$ cat src/rtl/cache_pkg.sv
// Shared cache definitions: line-transfer FSM state encoding and default line geometry.
package cache_pkg;

  typedef enum logic [1:0] {
    IDLE = 2'd0,
    WB   = 2'd1,
    FILL = 2'd2,
    DONE = 2'd3
  } xfer_state_t;

  localparam int LINE_WORDS_DEFAULT = 4;

endpackage

$ cat src/rtl/line_xfer_ctrl.sv
// Moves one cache line between the cache and backing memory: optional victim
// write-back, then a pipelined fill whose returning words are streamed to the cache.
module line_xfer_ctrl
  import cache_pkg::*;
#(
  parameter int MEM_DEPTH  = 32,
  parameter int DATA_WIDTH = 32,
  parameter int LINE_WORDS = LINE_WORDS_DEFAULT,
  localparam int AW = $clog2(MEM_DEPTH),
  localparam int LW = $clog2(LINE_WORDS),
  localparam int LA = AW - LW
) (
  input  logic                  clk,
  input  logic                  rst_n,
  input  logic                  req_valid,
  output logic                  req_ready,
  input  logic                  req_wb,
  input  logic [LA-1:0]         req_wb_line,
  input  logic [LA-1:0]         req_fill_line,
  output logic [LW-1:0]         wb_idx,
  input  logic [DATA_WIDTH-1:0] wb_data,
  output logic                  fill_valid,
  output logic [LW-1:0]         fill_idx,
  output logic [DATA_WIDTH-1:0] fill_data,
  output logic                  done,
  output logic [AW-1:0]         mem_raddr,
  output logic                  mem_ren,
  input  logic                  mem_rready,
  input  logic [DATA_WIDTH-1:0] mem_rdata,
  input  logic                  mem_rdata_valid,
  output logic [AW-1:0]         mem_waddr,
  output logic                  mem_wen,
  input  logic                  mem_wready,
  output logic [DATA_WIDTH-1:0] mem_wdata
);

  localparam logic [LW-1:0] CNT_ONE  = LW'(1);
  localparam logic [LW-1:0] CNT_LAST = LW'(LINE_WORDS - 1);

  xfer_state_t   state_q, state_d;
  logic [LA-1:0] wb_line_q, wb_line_d;
  logic [LA-1:0] fill_line_q, fill_line_d;
  logic [LW-1:0] wcnt_q, wcnt_d;
  logic [LW-1:0] icnt_q, icnt_d;
  logic [LW-1:0] rcnt_q, rcnt_d;
  logic          issued_q, issued_d;

  always_ff @(posedge clk or negedge rst_n) begin
    if (!rst_n) begin
      state_q     <= IDLE;
      wb_line_q   <= '0;
      fill_line_q <= '0;
      wcnt_q      <= '0;
      icnt_q      <= '0;
      rcnt_q      <= '0;
      issued_q    <= 1'b0;
    end else begin
      state_q     <= state_d;
      wb_line_q   <= wb_line_d;
      fill_line_q <= fill_line_d;
      wcnt_q      <= wcnt_d;
      icnt_q      <= icnt_d;
      rcnt_q      <= rcnt_d;
      issued_q    <= issued_d;
    end
  end

  // Counters wrap back to 0 on their last word, so they are already 0 when a new
  // request is accepted and stray returns outside FILL can never disturb them.
  always_comb begin
    state_d     = state_q;
    wb_line_d   = wb_line_q;
    fill_line_d = fill_line_q;
    wcnt_d      = wcnt_q;
    icnt_d      = icnt_q;
    rcnt_d      = rcnt_q;
    issued_d    = issued_q;
    req_ready   = 1'b0;
    wb_idx      = '0;
    fill_valid  = 1'b0;
    fill_idx    = '0;
    fill_data   = '0;
    done        = 1'b0;
    mem_raddr   = '0;
    mem_ren     = 1'b0;
    mem_waddr   = '0;
    mem_wen     = 1'b0;
    mem_wdata   = '0;

    case (state_q)
      IDLE: begin
        req_ready = 1'b1;
        if (req_valid) begin
          wb_line_d   = req_wb_line;
          fill_line_d = req_fill_line;
          issued_d    = 1'b0;
          state_d     = req_wb ? WB : FILL;
        end
      end

      WB: begin
        mem_wen   = 1'b1;
        mem_waddr = {wb_line_q, wcnt_q};
        wb_idx    = wcnt_q;
        mem_wdata = wb_data;
        if (mem_wready) begin
          wcnt_d = wcnt_q + CNT_ONE;
          if (wcnt_q == CNT_LAST) state_d = FILL;
        end
      end

      // Reads issue back to back while earlier words are still returning.
      FILL: begin
        if (!issued_q) begin
          mem_ren   = 1'b1;
          mem_raddr = {fill_line_q, icnt_q};
          if (mem_rready) begin
            icnt_d = icnt_q + CNT_ONE;
            if (icnt_q == CNT_LAST) issued_d = 1'b1;
          end
        end
        if (mem_rdata_valid) begin
          fill_valid = 1'b1;
          fill_idx   = rcnt_q;
          fill_data  = mem_rdata;
          rcnt_d     = rcnt_q + CNT_ONE;
          if (rcnt_q == CNT_LAST) state_d = DONE;
        end
      end

      DONE: begin
        done    = 1'b1;
        state_d = IDLE;
      end

      default: state_d = IDLE;
    endcase
  end

endmodule

$ cat config.mk
export PLATFORM = sky130hd
export DESIGN_NAME = line_xfer_ctrl
export DESIGN_NICKNAME = d
export VERILOG_FILES = /design/src/rtl/cache_pkg.sv /design/src/rtl/line_xfer_ctrl.sv
export SDC_FILE = /design/constraint.sdc
export NUM_CORES = 1
export LEC_CHECK = 0
export CAP_MARGIN = 20
export CORE_MARGIN = 4
export CORE_UTILIZATION = 26
export DETAILED_ROUTE_END_ITERATION = 10
export PLACE_DENSITY = 0.87
export RECOVER_POWER = 100
export SYNTH_ARGS = -nofsm -noshare
export SYNTH_HDL_FRONTEND = slang
export SYNTH_SLANG_ARGS = --single-unit
$ cat constraint.sdc
create_clock -name clk -period 1.9 [get_ports clk]
set_input_delay 0.38 -clock clk [delete_from_list [all_inputs] [get_ports clk]]
set_output_delay 0.38 -clock clk [all_outputs]
set_load 0.005 [all_outputs]
==> run summary <==
PnR worst setup slack: -0.0933 ns
Most common cell in the netlist: and2_1
Critical path's slowest cell: dfrtp_1
RSZ-0062 raised after global routing: yes
Setup CP Type: reg -> out
Post-DP HPWL: 4130 um
Pwr Total: 0.00385 W
Pre-CTS setup slack: -0.221 ns
Crit path required time: 1.52 ns
Initial DRC count: 24
I/O pin cnt: 160
Sequential share of power: 0.156
Worst Max-Slew Pin Slew: 0.808 ns
IO buf count: 159
Fin Clk Skew: 0.000823 ns
Clock Power Share: 0.069
CTS root buf: clkbuf_8
Hold_buf cts: 0
CTS Sinks: 15
Max incr delay on CP: 0.40 ns
Post-route ant nets: 0
Cell Area, Synth: 1280 um2
Worst hold-check path type: reg -> reg
EDFF count, synth: 0
Vias in the first global route: 1,730
Worst reg2reg endpoint: state_q[0]
Comb pwr share: 0.775
Hold EP: wb_line_q[0]
Routability Congestion: 0.748
Syn nets: 231
Setup crit start kind: flop
Via/cell ratio: 4.32
Internal power: 0.00255 W
Fmax: 502 MHz
Cells after synthesis: 146
Asr flop ratio synth: 1.00
Synth area leader: dfrtp_1
Cell Area, Placed: 3020 um2
CTS tree: done
Synth top area share: 0.293
Total grt overflow: 0
Clock tree buffer depth: 2
Drt total wl: 6010 um
Worst-path clk slew: 0.06 ns
Max_slew headroom: 0.461
All-Layer GR Usage: 0.167
Switching pwr: 0.00130 W
Layout cell share with drive strength beyond 1: 0.442
Switching part of the total: 0.338
Ys flop type: dfrtp_1
Synth cell types: 20
Sequential element share of the synthesized area: 0.293
PwrDens: 1190 nW/um2
Initial antenna violation count: 0
Final setup violation count: 2
CP delay by family, top: buffers and inverters
Ant diodes: 0
Buffers plus inverters on the worst setup path: 4
Total Die Area: 6120 um2
Final Max Slew Viols: 0
Synthesis-to-finish area growth: 153%
Yosys warning count: 0
Final setup TNS: -0.121 ns
CP endpoint kind: output pin
Failing checks: setup timing
Max VDD drop: 0.888 mV
Final hold viol count: 0
Yosys reg bits: 15
H-Tree Depth: 1
Tmin final: 1.99 ns
Largest fanout on the critical path: 5
Core Area: 4750 um2
R2R setup slack: 0.09 ns
Top cells by area, synth: dfrtp_1 29%, and2_1 21%, and3_1 17%
Drt first pass iters: 4
WL per Instance: 15.0 um
Max cap viols: 0
Post-route design area: 3250 um2
Residual DRC: 0
Reg-to-reg startpoint: state_q[0]
Die Width: 78.2 um
Post-synth top cells: 42 x and2_1, 34 x and3_1, 15 x dfrtp_1
Hold Crit Start: wb_line_q[0]
Fin crit share: 1.05
P_leak: 1.77 nW
CP Data Arrival Time: 1.61 ns
Hold Path Stages: 1
Outcome: finished, violations left
Initial Utilization: 0.269
CP most frequent cell: buf_6
DIE HEIGHT: 78.2 um
Num CTS Buffers: 3
Worst-path cell chain: buf_6 > ha_4 > buf_6 > and2b_4 > buf_6 > and2_4 > buf_6
Cells on worst reg2reg path: 8
Pin count of the biggest net entering global routing: 21
Syn avg cell area: 8.78 um2
Final nets: 421
First-pass GRT wire length: 8430 um
Vias: 1,735
Std-Cell Rows: 25
Worst-skew pair later-pin latency: 0.25 ns
[power groups by stage]
stage | clock, W | combinational, W | sequential [W]
finish | 0.000266 | 0.00298 | 0.000602
global route | 0.000293 | 0.00321 | 0.000626
CTS | 0.000275 | 0.00251 | 0.000597
detailed placement | 0 | 0.00227 | 0.000602
global placement | 0 | 0.00220 | 0.000591
floorplan | 0 | 0.000969 | 0.000566
[cell families after synthesis]
group                    count (synthesis)  share of synthesized area
AO/OA/AOI/OAI                            4                     0.0254
adder cells (fa/ha/maj)                  8                     0.0781
flip-flops                              15                      0.293
AND/OR/NAND/NOR                         85                      0.408
buffers and inverters                   18                     0.0615
XOR/XNOR                                 3                     0.0205
multiplexers                            13                      0.113
[worst reg2reg max path, delay by kind of cell (launching register included)]
family                   cells  cell delay [ns]
AO/OA/AOI/OAI                2             0.39
adder cells (fa/ha/maj)      1             0.22
buffers and inverters        4             0.53
flip-flops                   1             0.39
multiplexers                 1             0.20
[worst max-delay path by stage]
stage                         start             to  slack, ns  depth (start not counted)
finish                   state_q[1]   mem_raddr[0]      -0.09                          7
global route             state_q[1]   mem_raddr[0]      -0.16                          7
CTS                      state_q[1]   mem_raddr[0]      -0.19                          6
detailed placement  mem_rdata_valid   fill_data[5]      -0.22                          4
global placement    mem_rdata_valid  fill_data[31]      -0.22                          4
floorplan                state_q[1]      wb_idx[0]       0.13                          6
[registers in the layout, summed over array words and instances, names as in the netlist]
signal and flops:
wb_line_q 3, state_q 2, rcnt_q 2, wcnt_q 2, fill_line_q 3, issued_q 1, icnt_q 2
[through the flow]
step	std cells	hold slack (ns)	util
after floorplan	146	0.0844	-
after global placement	371	0.480	0.636
after detailed placement	371	0.486	0.636
after CTS	385	0.433	0.676
after global routing	402	0.527	0.683
final	402	0.500	0.683
[cell type report]
cell class	instances	area, um2
clock buffers	3	41.3
clock inverters	1	7.51
fillers	399	1510
inverters	5	21.3
multi-input cells	113	912
flip-flops and latches	15	375
well taps	67	83.8
repair buffers	198	1800
[timing repair]
action                                  4_1_cts  5_1_grt
endpoints found under the setup margin       82       82
buffers inserted                              6       12
pin swaps                                     1        6
resized for setup                           110      174
cloned                                        4        7
[cells in the final DEF, fill, tap and decap left out, types with 2 or more instances in the layout]
master and n:
clkbuf_8 3, and2_1 36, mux2i_1 4, clkdlybuf4s15_1 2, xnor2_1 3, and2_4 6
clkbuf_16 5, mux2_2 8, buf_6 15, buf_4 18, nand2b_1 2, and3_1 29
inv_2 2, inv_1 2, dlymetal6s2s_1 6, ha_4 3, dlygate4sd2_1 2, nand2_1 2
bufbuf_16 2, buf_2 9, nand2_2 2, clkbuf_2 58, clkdlybuf4s50_1 74, and3_4 5
dfrtp_1 15, buf_12 4, ha_1 4
[metal layers]
layer	vias to the layer above	share of wire	global-route usage
met3	5	0.056	0.0241
met2	62	0.55	0.327
li1	860	-	-
met4	0	0.0073	0.0420
met1	808	0.38	0.187
met5	-	0	0
No activity file was read; power rests on OpenSTA's default activity.
